`src/rtl/eth_rx_fcs_check_pkg.sv`:
```
// Shared Ethernet RX constants: CRC-32 generator, seed and good-frame residue,
// the frame-tracking state enum and a saturating counter helper.
package eth_rx_fcs_check_pkg;

    localparam logic [31:0] ETH_CRC_POLY    = 32'h04C11DB7;
    localparam logic [31:0] ETH_CRC_INIT    = 32'hFFFFFFFF;
    localparam logic [31:0] ETH_CRC_RESIDUE = 32'hC704DD7B;

    typedef enum logic {
        ST_IDLE  = 1'b0,
        ST_FRAME = 1'b1
    } eth_rx_state_e;

    function automatic logic [15:0] sat_inc16(input logic [15:0] v);
        return (v == 16'hFFFF) ? v : v + 16'd1;
    endfunction

endpackage

```
`src/rtl/eth_rx_fcs_check_if.sv`:
```
// Byte-stream bundle for the FCS checker: inbound bytes, outbound payload bytes
// and the per-frame status pulse. slave = checker side, master = source/sink side.
interface eth_rx_fcs_check_if #(parameter int DATA_W = 8) ();

    logic              s_valid_i;
    logic [DATA_W-1:0] s_data_i;
    logic              s_sof_i;
    logic              s_eof_i;

    logic              m_valid_o;
    logic [DATA_W-1:0] m_data_o;
    logic              m_sof_o;
    logic              m_eof_o;
    logic              m_err_o;

    logic              stat_valid_o;
    logic              stat_fcs_err_o;
    logic              stat_runt_o;
    logic              stat_abort_o;
    logic [15:0]       stat_len_o;

    modport master (
        output s_valid_i, s_data_i, s_sof_i, s_eof_i,
        input  m_valid_o, m_data_o, m_sof_o, m_eof_o, m_err_o,
        input  stat_valid_o, stat_fcs_err_o, stat_runt_o, stat_abort_o, stat_len_o
    );

    modport slave (
        input  s_valid_i, s_data_i, s_sof_i, s_eof_i,
        output m_valid_o, m_data_o, m_sof_o, m_eof_o, m_err_o,
        output stat_valid_o, stat_fcs_err_o, stat_runt_o, stat_abort_o, stat_len_o
    );

endinterface

```
`src/rtl/eth_rx_fcs_check_crc.sv`:
```
// Combinational CRC update for one data word, LSB of data_i shifted in first,
// MSB-first register, non-reflected, no final XOR.
module calculate_crc
    import eth_rx_fcs_check_pkg::*;
#(
    parameter int               DATA_W = 8,
    parameter int               CRC_W  = 32,
    parameter logic [CRC_W-1:0] POLY   = ETH_CRC_POLY
) (
    input  logic [CRC_W-1:0]  crc_i,
    input  logic [DATA_W-1:0] data_i,
    output logic [CRC_W-1:0]  crc_o
);

    logic [CRC_W-1:0] c;
    logic             fb;

    always_comb begin
        c  = crc_i;
        fb = 1'b0;
        for (int i = 0; i < DATA_W; i++) begin
            fb = c[CRC_W-1] ^ data_i[i];
            c  = {c[CRC_W-2:0], 1'b0};
            if (fb) begin
                c = c ^ POLY;
            end
        end
        crc_o = c;
    end

endmodule

```
`src/rtl/eth_rx_fcs_check.sv`:
```
// Strips and checks the Ethernet FCS; payload byte k leaves 1 cycle after byte k+4 arrives.
// No backpressure: every s_valid_i byte is consumed, status pulses 1 cycle after eof.
module eth_rx_fcs_check
    import eth_rx_fcs_check_pkg::*;
#(
    parameter int               DATA_W          = 8,
    parameter int               CRC_W           = 32,
    parameter logic [CRC_W-1:0] CRC_POLY        = ETH_CRC_POLY,
    parameter logic [CRC_W-1:0] CRC_INIT        = ETH_CRC_INIT,
    parameter logic [CRC_W-1:0] CRC_RESIDUE     = ETH_CRC_RESIDUE,
    parameter int               MIN_FRAME_BYTES = 64
) (
    input logic               clk_i,
    input logic               rst_i,
    eth_rx_fcs_check_if.slave bus
);

    localparam logic [15:0] MIN_PAYLOAD = 16'(MIN_FRAME_BYTES - 4);

    eth_rx_state_e     state_q, state_d;
    logic [CRC_W-1:0]  crc_q, crc_d, crc_seed, crc_new;
    logic [DATA_W-1:0] buf_q [4];
    logic [DATA_W-1:0] buf_d [4];
    logic [2:0]        occ_q, occ_d;
    logic [15:0]       pay_q, pay_d;
    logic              first_q, first_d;

    logic              m_valid_q, m_valid_d;
    logic [DATA_W-1:0] m_data_q, m_data_d;
    logic              m_sof_q, m_sof_d;
    logic              m_eof_q, m_eof_d;
    logic              m_err_q, m_err_d;
    logic              st_valid_q, st_valid_d;
    logic              st_fcs_q, st_fcs_d;
    logic              st_runt_q, st_runt_d;
    logic              st_abort_q, st_abort_d;
    logic [15:0]       st_len_q, st_len_d;

    logic acc;
    logic emit;
    logic fcs_bad;
    logic runt;

    assign acc      = bus.s_valid_i;
    assign crc_seed = bus.s_sof_i ? CRC_INIT : crc_q;

    calculate_crc #(
        .DATA_W (DATA_W),
        .CRC_W  (CRC_W),
        .POLY   (CRC_POLY)
    ) u_crc (
        .crc_i  (crc_seed),
        .data_i (bus.s_data_i),
        .crc_o  (crc_new)
    );

    always_comb begin
        state_d    = state_q;
        crc_d      = crc_q;
        buf_d      = buf_q;
        occ_d      = occ_q;
        pay_d      = pay_q;
        first_d    = first_q;
        m_valid_d  = 1'b0;
        m_data_d   = '0;
        m_sof_d    = 1'b0;
        m_eof_d    = 1'b0;
        m_err_d    = 1'b0;
        st_valid_d = 1'b0;
        st_fcs_d   = 1'b0;
        st_runt_d  = 1'b0;
        st_abort_d = 1'b0;
        st_len_d   = '0;
        emit       = 1'b0;
        runt       = 1'b0;
        fcs_bad    = (crc_new != CRC_RESIDUE);

        if (acc && bus.s_sof_i) begin
            // A start byte always opens a fresh frame; an open one is reported as aborted.
            crc_d    = crc_new;
            buf_d[0] = bus.s_data_i;
            occ_d    = 3'd1;
            pay_d    = '0;
            first_d  = 1'b1;
            state_d  = ST_FRAME;
            if (state_q == ST_FRAME) begin
                st_valid_d = 1'b1;
                st_abort_d = 1'b1;
            end else if (bus.s_eof_i) begin
                st_valid_d = 1'b1;
                st_fcs_d   = fcs_bad;
                st_runt_d  = 1'b1;
            end
            if (bus.s_eof_i) begin
                state_d = ST_IDLE;
                occ_d   = '0;
            end
        end else if (acc && state_q == ST_FRAME) begin
            crc_d    = crc_new;
            buf_d[0] = bus.s_data_i;
            for (int i = 1; i < 4; i++) begin
                buf_d[i] = buf_q[i-1];
            end
            emit = (occ_q == 3'd4);
            if (emit) begin
                m_valid_d = 1'b1;
                m_data_d  = buf_q[3];
                m_sof_d   = first_q;
                first_d   = 1'b0;
                pay_d     = sat_inc16(pay_q);
            end else begin
                occ_d = occ_q + 3'd1;
            end
            if (bus.s_eof_i) begin
                runt       = (pay_d < MIN_PAYLOAD);
                state_d    = ST_IDLE;
                occ_d      = '0;
                st_valid_d = 1'b1;
                st_fcs_d   = fcs_bad;
                st_runt_d  = runt;
                st_len_d   = pay_d;
                m_eof_d    = emit;
                m_err_d    = emit & (fcs_bad | runt);
            end
        end
    end

    always_ff @(posedge clk_i or posedge rst_i) begin
        if (rst_i) begin
            state_q    <= ST_IDLE;
            crc_q      <= CRC_INIT;
            buf_q      <= '{default: '0};
            occ_q      <= '0;
            pay_q      <= '0;
            first_q    <= 1'b0;
            m_valid_q  <= 1'b0;
            m_data_q   <= '0;
            m_sof_q    <= 1'b0;
            m_eof_q    <= 1'b0;
            m_err_q    <= 1'b0;
            st_valid_q <= 1'b0;
            st_fcs_q   <= 1'b0;
            st_runt_q  <= 1'b0;
            st_abort_q <= 1'b0;
            st_len_q   <= '0;
        end else begin
            state_q    <= state_d;
            crc_q      <= crc_d;
            buf_q      <= buf_d;
            occ_q      <= occ_d;
            pay_q      <= pay_d;
            first_q    <= first_d;
            m_valid_q  <= m_valid_d;
            m_data_q   <= m_data_d;
            m_sof_q    <= m_sof_d;
            m_eof_q    <= m_eof_d;
            m_err_q    <= m_err_d;
            st_valid_q <= st_valid_d;
            st_fcs_q   <= st_fcs_d;
            st_runt_q  <= st_runt_d;
            st_abort_q <= st_abort_d;
            st_len_q   <= st_len_d;
        end
    end

    assign bus.m_valid_o      = m_valid_q;
    assign bus.m_data_o       = m_data_q;
    assign bus.m_sof_o        = m_sof_q;
    assign bus.m_eof_o        = m_eof_q;
    assign bus.m_err_o        = m_err_q;
    assign bus.stat_valid_o   = st_valid_q;
    assign bus.stat_fcs_err_o = st_fcs_q;
    assign bus.stat_runt_o    = st_runt_q;
    assign bus.stat_abort_o   = st_abort_q;
    assign bus.stat_len_o     = st_len_q;

endmodule

```
`src/flat_wrapper.sv`:
```
// flat-port wrapper written by rule: the top's interface ports become plain ports
module eth_rx_fcs_check_flat import eth_rx_fcs_check_pkg::*;
#(
    parameter int               DATA_W          = 8,
    parameter int               CRC_W           = 32,
    parameter logic [CRC_W-1:0] CRC_POLY        = ETH_CRC_POLY,
    parameter logic [CRC_W-1:0] CRC_INIT        = ETH_CRC_INIT,
    parameter logic [CRC_W-1:0] CRC_RESIDUE     = ETH_CRC_RESIDUE,
    parameter int               MIN_FRAME_BYTES = 64
)
  (clk_i, rst_i, bus_s_valid_i, bus_s_data_i, bus_s_sof_i, bus_s_eof_i, bus_m_valid_o, bus_m_data_o, bus_m_sof_o, bus_m_eof_o, bus_m_err_o, bus_stat_valid_o, bus_stat_fcs_err_o, bus_stat_runt_o, bus_stat_abort_o, bus_stat_len_o);
  eth_rx_fcs_check_if #(.DATA_W(DATA_W)) bus_i ();
  input logic clk_i;
  input logic rst_i;
  input wire logic [$bits(bus_i.s_valid_i)-1:0] bus_s_valid_i;
  input wire logic [$bits(bus_i.s_data_i)-1:0] bus_s_data_i;
  input wire logic [$bits(bus_i.s_sof_i)-1:0] bus_s_sof_i;
  input wire logic [$bits(bus_i.s_eof_i)-1:0] bus_s_eof_i;
  output wire logic [$bits(bus_i.m_valid_o)-1:0] bus_m_valid_o;
  output wire logic [$bits(bus_i.m_data_o)-1:0] bus_m_data_o;
  output wire logic [$bits(bus_i.m_sof_o)-1:0] bus_m_sof_o;
  output wire logic [$bits(bus_i.m_eof_o)-1:0] bus_m_eof_o;
  output wire logic [$bits(bus_i.m_err_o)-1:0] bus_m_err_o;
  output wire logic [$bits(bus_i.stat_valid_o)-1:0] bus_stat_valid_o;
  output wire logic [$bits(bus_i.stat_fcs_err_o)-1:0] bus_stat_fcs_err_o;
  output wire logic [$bits(bus_i.stat_runt_o)-1:0] bus_stat_runt_o;
  output wire logic [$bits(bus_i.stat_abort_o)-1:0] bus_stat_abort_o;
  output wire logic [$bits(bus_i.stat_len_o)-1:0] bus_stat_len_o;
  assign bus_i.s_valid_i = bus_s_valid_i;
  assign bus_i.s_data_i = bus_s_data_i;
  assign bus_i.s_sof_i = bus_s_sof_i;
  assign bus_i.s_eof_i = bus_s_eof_i;
  assign bus_m_valid_o = bus_i.m_valid_o;
  assign bus_m_data_o = bus_i.m_data_o;
  assign bus_m_sof_o = bus_i.m_sof_o;
  assign bus_m_eof_o = bus_i.m_eof_o;
  assign bus_m_err_o = bus_i.m_err_o;
  assign bus_stat_valid_o = bus_i.stat_valid_o;
  assign bus_stat_fcs_err_o = bus_i.stat_fcs_err_o;
  assign bus_stat_runt_o = bus_i.stat_runt_o;
  assign bus_stat_abort_o = bus_i.stat_abort_o;
  assign bus_stat_len_o = bus_i.stat_len_o;
  eth_rx_fcs_check #(.DATA_W(DATA_W), .CRC_W(CRC_W), .CRC_POLY(CRC_POLY), .CRC_INIT(CRC_INIT), .CRC_RESIDUE(CRC_RESIDUE), .MIN_FRAME_BYTES(MIN_FRAME_BYTES)) u_core (.clk_i(clk_i), .rst_i(rst_i), .bus(bus_i));
endmodule
```
`config.mk`:
```
export PLATFORM = sky130hd
export DESIGN_NAME = eth_rx_fcs_check_flat
export DESIGN_NICKNAME = d
export VERILOG_FILES = /design/src/rtl/eth_rx_fcs_check_pkg.sv /design/src/rtl/eth_rx_fcs_check_if.sv /design/src/rtl/eth_rx_fcs_check_crc.sv /design/src/rtl/eth_rx_fcs_check.sv /design/src/flat_wrapper.sv
export SDC_FILE = /design/constraint.sdc
export NUM_CORES = 1
export LEC_CHECK = 0
export BUFFER_PORTS_ARGS = -buffer_cell sky130_fd_sc_hd__buf_2
export CAP_MARGIN = 0
export CORE_UTILIZATION = 60
export DETAILED_ROUTE_END_ITERATION = 16
export PLACE_DENSITY = 0.79
export SLEW_MARGIN = 20
export SYNTH_ARGS = -nofsm -noshare
export SYNTH_HDL_FRONTEND = slang
export SYNTH_HIERARCHICAL = 1
export SYNTH_SLANG_ARGS = --single-unit
```
`constraint.sdc`:
```
create_clock -name clk_i -period 9.95 [get_ports clk_i]
set_input_delay 1.99 -clock clk_i [delete_from_list [all_inputs] [get_ports clk_i]]
set_output_delay 1.99 -clock clk_i [all_outputs]
set_load 0.01 [all_outputs]
```
# Word-level counts from Yosys, hierarchy flattened
# Cells that the tools add are included.
dict set report word_totals {
  reg_bits 117
  out_inout_bits 32
  wordCells 117
}
dict set report op_classes {
  addsub 2
  order_cmp 1
  n_eq_ne 4
  n_mux 63
  bitwise_logic 19
  reduce_logical 9
}
# operator count
set op_table {}
lappend op_table {{$mux 27} 8}
lappend op_table {{$mux 16} 9}
lappend op_table {{$mux 32} 4}
lappend op_table {{$not 14->14} 8}
lappend op_table {{$mux 1} 34}
lappend op_table {{$mux 8} 4}
lappend op_table {{$ne 32x32->1 const B} 1}
lappend op_table {{$add 16x1->16 const B} 1}
lappend op_table {{$eq 16x16->1 const B} 1}
lappend op_table {{$lt 16x6->1 const B} 1}
lappend op_table {{$mux 3} 4}
lappend op_table {{$reduce_and 2->1} 4}
lappend op_table {{$xor 1x1->1} 8}
lappend op_table {{$reduce_bool 2->1} 3}
lappend op_table {{$add 3x1->3 const B} 1}
lappend op_table {{$eq 3x3->1 const B} 1}
lappend op_table {{$ne 3x2->1 const B} 1}
lappend op_table {{$logic_and 1x1->1} 2}
lappend op_table {{$and 1x1->1} 1}
lappend op_table {{$not 1->1} 1}
lappend op_table {{$or 1x1->1} 1}

# Depth between registers and ports, before layout
dict set report logic_depth {
  ltp_word 23
  ltp_mapped 12
}

# Cells and area by module
# Netlist, hierarchy kept.
# mod instances cells_each area_per_inst_um2 seq_area_each_um2
set modules_own_cells {}
lappend modules_own_cells {eth_rx_fcs_check 1 580 5281.3 2967.8}
lappend modules_own_cells {calculate_crc 1 64 997.2 0.0}

# Worst setup path before layout
# Ideal clock, no wire load.
dict set report synth_timing {
  path_type {in2reg}
  start {in bus_s_sof_i}
  end {reg u_core.st_fcs_q, in the netlist u_core/bus.stat_fcs_err_o}
  setup_time_ps 120
  t_arrival_ps 4767
  required_time_ps 9830
  path_slack_ps 5063
  path_stages 10
  path_cell_list {clkbuf_1 > clkbuf_1 > or2_2 > xnor2_4 > xnor3_2 > xor3_1 > or4b_2 > nor4_1 > nand4_1 > o211a_1}
}
dict set report synth_between {
  elab_cells_between_ends 31
  cone_classes {eq/ne: 1; mux: 13; bitwise: 16; reduce/logical: 1}
}
# item line_no
set synth_lines {}
lappend synth_lines {{from (decl)} flat_wrapper.sv:17} ;# input wire logic [$bits(bus_i.s_sof_i)-1:0] bus_s_sof_i;
lappend synth_lines {{$mux 32 (*)} eth_rx_fcs_check.sv:45} ;# assign crc_seed = bus.s_sof_i ? CRC_INIT : crc_q;
lappend synth_lines {{via u_core.crc_seed[26]} eth_rx_fcs_check.sv:21} ;# logic [CRC_W-1:0] crc_q, crc_d, crc_seed, crc_new;
lappend synth_lines {{$xor 1x1->1 (*)} eth_rx_fcs_check_crc.sv:22} ;# fb = c[CRC_W-1] ^ data_i[i];
lappend synth_lines {{$mux 27 (*)} eth_rx_fcs_check_crc.sv:24} ;# if (fb) begin
lappend synth_lines {{$not 14->14 (no source line)} n/a}
lappend synth_lines {{$mux 27} eth_rx_fcs_check_crc.sv:24}
lappend synth_lines {{$not 14->14 (no source line)} n/a}
lappend synth_lines {{$mux 27} eth_rx_fcs_check_crc.sv:24}
lappend synth_lines {{$ne 32x32->1 (*)} eth_rx_fcs_check.sv:76} ;# fcs_bad = (crc_new != CRC_RESIDUE);
lappend synth_lines {{$mux 1 (*)} {eth_rx_fcs_check.sv:89, eth_rx_fcs_check.sv:114}}
lappend synth_lines {{$mux 1, on equally long branches} {eth_rx_fcs_check.sv:98, eth_rx_fcs_check.sv:86}}
lappend synth_lines {{$mux 1 (*)} eth_rx_fcs_check.sv:78} ;# if (acc && bus.s_sof_i) begin
lappend synth_lines {{via u_core.st_fcs_d} eth_rx_fcs_check.sv:34} ;# logic st_fcs_q, st_fcs_d;
lappend synth_lines {{to (signal assigned)} eth_rx_fcs_check.sv:159} ;# st_fcs_q <= st_fcs_d;
lappend synth_lines {{to (decl)} eth_rx_fcs_check.sv:34}
# Mark *: on every way through the listed nets, which the timed path passes. The rest lies on a longest branch.
# A chain may end at the register's enable or synchronous reset.

# Worst setup path in the final report
dict set report layout_timing {
  start {in bus_s_sof_i}
  end {reg u_core.st_fcs_q, in the netlist u_core/bus.stat_fcs_err_o}
}
dict set report layout_between {
  elab_chain_cells 19
  elab_cells_between_ends 31
  cone_classes {eq/ne: 1; mux: 13; bitwise: 16; reduce/logical: 1}
}
# item line_no
set layout_lines {}
lappend layout_lines {{$mux 32 (*)} eth_rx_fcs_check.sv:45}
lappend layout_lines {{via u_core.crc_seed[31]} eth_rx_fcs_check.sv:21}
lappend layout_lines {{$xor 1x1->1 (*)} eth_rx_fcs_check_crc.sv:22}
lappend layout_lines {{$mux 27 (*)} eth_rx_fcs_check_crc.sv:24}
lappend layout_lines {{$not 14->14 (no source line) / $mux 27 (equally long branches)} n/a}
lappend layout_lines {{$mux 27 / $not 14->14 (equally long branches)} n/a}
lappend layout_lines {{$not 14->14 (no source line) / $mux 27 (equally long branches)} n/a}
lappend layout_lines {{$mux 27 / $not 14->14 (equally long branches)} n/a}
lappend layout_lines {{[... 5 more ...]} n/a}
lappend layout_lines {{$mux 27} eth_rx_fcs_check_crc.sv:24}
lappend layout_lines {{$not 14->14 (no source line)} n/a}
lappend layout_lines {{$mux 27} eth_rx_fcs_check_crc.sv:24}
lappend layout_lines {{$ne 32x32->1 (*)} eth_rx_fcs_check.sv:76}
lappend layout_lines {{$mux 1 (*)} {eth_rx_fcs_check.sv:89, eth_rx_fcs_check.sv:114}}
lappend layout_lines {{$mux 1, on equally long branches} {eth_rx_fcs_check.sv:98, eth_rx_fcs_check.sv:86}}
lappend layout_lines {{$mux 1 (*)} eth_rx_fcs_check.sv:78}
lappend layout_lines {{via u_core.st_fcs_d} eth_rx_fcs_check.sv:34}
# Marked as above.

==> flow_summary_export.csv <==
group,metric,value,unit
flow_run,cap_violations,0,
yosys,synth_mux_area_share,0.1794,%
place,numPortBuffers,44,
yosys,ys_seq_area_share,47.27,%
floorplanning,fp-row-count,36,
yosys,synth_top_family_by_area,"simple AND/OR/NAND/NOR gates",
sta,relSlewSlack,37.23,%
sta,drv_slew,0,
min_path,hold_class,"reg2reg",
cells_and_area,fin_util,72.32,%
critical_path,max_stage_delay,0.59,ns
yosys,yosysMostFrequentCell,"nand2_1",
yosys,postSynthCellCount,644,
drt,wirelength,13510,um
run_status,status,"finished clean",
yosys,yosysTopAreaCellShare,33.88,%
floorplanning,coreArea,0.009955,mm^2
clock_network,cts_hold_buf,0,
sta,skew,0.01097,ns
critical_path,critPathSlowestCell,"or4b_2",
clock_network,cts_resized,0,
sta,rsz0062_at_grt,"false",
sta,tightest_slew,0.9415,ns
drt,wire_per_inst,16.40,um
global_routing,antenna_found_initial,1,
cells_and_area,syn2layout_area_growth,14.67,%
clock_network,htreeDepth,4,
clock_network,cts_root_buf,"clkbuf_8",
yosys,synth_fa_ha_area_share,0.5978,%
floorplanning,dieArea,0.01088,mm^2
floorplanning,initial_core_util,63.07,%
yosys,ys_ff_latch,117,
yosys,syn_nets,660,
drt,viasPerCell,5.550,
clock_network,clk_path_buf_depth,2,
yosys,synth_ff_type,"dfrtp_1",
cells_and_area,instances_no_fill,824,
critical_path,r2r_slack,6.75,ns
cells_and_area,filler_cell_count,710,
place,placed_cell_area,0.006579,mm^2
yosys,synth_commonest_cells,"nand2_1 (218), dfrtp_1 (85), nor2_1 (34), or2_2 (34), dfstp_2 (32)",
yosys,synth_xor_area_share,16.40,%
floorplanning,die_height,104.3,um
drt,detail-route-antenna-nets,0,
yosys,syn_avg_cell_area,9.749,um^2
critical_path,end_kind,"register",
global_routing,grt_max_degree,76,
sta,fmax,212.3,MHz
yosys,yosysTopAreaCell,"dfrtp_1",
clock_network,clkTransAtPathRegs,0.06,ns
sta,hold_violations,0,
place,gp_congestion,0.9315,
sta,finalHoldWorstSlack,0.4542,ns
critical_path,crit_chain,"buf_2 -> or2_2 -> xnor2_4 -> xnor3_2 -> xor3_1 -> or4b_2 -> nor4_1 -> nand4_1 -> o211a_1",
sta,period_needed,4.711,ns
yosys,synth_compound_area_share,6.497,%
drt,drt-initial-drc-count,373,
yosys,synth-simple-area-share,26.58,%
critical_path,path_buf_inv,1,
yosys,ys_types,62,
drt,route.vias.total,4573,
global_routing,overflow,0,
clock_network,cts_inserted_buffers,17,
power,power.density,285.5,mW/mm^2
drt,drt_drc_violations_left,0,
cells_and_area,final_area,0.007199,mm^2
cells_and_area,regArea,0.002968,mm^2
global_routing,track_usage,26.66,%
critical_path,cp_data_arrival_time,5.13,ns
critical_path,crit_path_start_kind,"primary input",
cells_and_area,diodes,0,
sta,fin_setup_tns,0,ns
drt,dr.pass1.iters,5,
yosys,synth_edf_count,0,
yosys,syn-cell-area,0.006279,mm^2
critical_path,timing_worst_setup_path_type,"in2reg",
floorplanning,die_w,104.3,um
cells_and_area,multiInputGateArea,0.003169,mm^2
clock_network,post-cts-setup-buffers,0,
yosys,synthTopCellsByArea,"dfrtp_1 (34%), dfstp_2 (13%), nand2_1 (13%)",
critical_path,worstPathMaxFanout,39,
yosys,yosys_warnings,6,
place,dp_hpwl,8775,um
clock_network,cts_tree,"built",
critical_path,required,10.37,ns
critical_path,crit_family,"simple AND/OR/NAND/NOR gates",
cells_and_area,fin_nets,694,
sta,setup_violations,0,
power,peakVddDrop,0.2474,mV
clock_network,clock_latency,0.53,ns
place,place_inst,792,
clock_network,cts_sinks,117,
global_routing,grt_pass1_wl,22290,um
floorplanning,io-pin-count,45,
cells_and_area,layout-drive-gt1-share,25.47,%
yosys,async_flop_share,100.0,%
sta,fin_crit_sh,47.35,%
power,p_leak,3.539,nW
global_routing,grt_pass1_vias,4421,
==> path summary, 6_finish.rpt <==
kind                                        from                         to  depth (start not counted)
worst min-delay path             u_core/crc_q[3]            u_core/crc_q[3]                          2
min in group asynchronous                  rst_i     u_core/bus.m_data_o[5]                          2
worst max-delay path                 bus_s_sof_i  u_core/bus.stat_fcs_err_o                          9
max in group asynchronous                  rst_i            u_core/occ_q[0]                          3
worst min register to register   u_core/crc_q[3]            u_core/crc_q[3]                          2
worst max register to register  u_core/crc_q[31]  u_core/bus.stat_fcs_err_o                          8
==> placed cells by master (no fill, tap or decap), types with 3 or more instances in the layout <==
cell	n
nand4_1	6
buf_2	44
buf_4	4
xnor2_1	29
and4_1	6
bufinv_16	4
nand2_1	218
xnor2_2	3
and2_1	12
nand3b_1	3
dfrtp_1	85
xor3_1	8
nor3_1	4
xor2_1	8
nor2_1	33
dfstp_2	32
o21a_1	3
a21oi_1	18
a31oi_1	3
xnor2_4	8
nand3_1	10
inv_1	5
and3_1	5
clkbuf_16	16
clkinvlp_4	4
or2_2	34
xnor3_1	7
nand4b_1	5
o21ai_0	18
ha_1	3
clkinv_4	5
==> logic make-up after synthesis <==
logic type | after synthesis
compound gates | 63
mux | 1
fa+ha+maj | 3
xor+xnor | 67
buf+inv | 39
flops | 117
simple gates | 354
==> routing by layer <==
metal  share of wire, %  up-vias  wire length [um]  GRT usage [%]
met4                1.6        2               210          9.694
met1                 44     2210              5913          35.46
met2                 49      136              6585          41.82
met3                5.8       28               788          7.393
met5              0.089        -                12              0
li1                   -     2197                 -              -
==> power by group <==
| group | switching (mW) | internal (mW) |
|---|---|---|
| clock | 0.227 | 0.409 |
| combinational | 0.371 | 0.374 |
| sequential | 0.0517 | 0.623 |
| total | 0.650 | 1.41 |
==> stage by stage <==
stage	total power, mW	setup slack, ns
CTS	2.068	5.238
finish	2.055	5.239
detailed placement	1.418	4.686
floorplan	1.275	4.912
global placement	1.403	4.726
global route	2.162	5.111
==> sequential cells by signal (all words and copies together), names as in the netlist, 3 cells and up <==
register	cells
u_core/bus.m_data_o	8
u_core/bus.stat_len_o	16
u_core/pay_q	16
u_core/buf_q	32
u_core/crc_q	32
u_core/occ_q	3
==> worst min-delay path, stage by stage (launching register included) <==
cell and delay [ns]:
dfstp_2 0.36, nand2_1 0.05, nand2_1 0.04
==> cell type report <==
class	instances	share of cell area, %
repair buffers	48	3.476
clock buffers	18	5.805
multi-input cells	488	44.02
flip-flops and latches	117	41.22
clock inverters	14	2.815
well taps	133	2.311
inverters	6	0.3476
No activity file was read; power rests on OpenSTA's default activity.
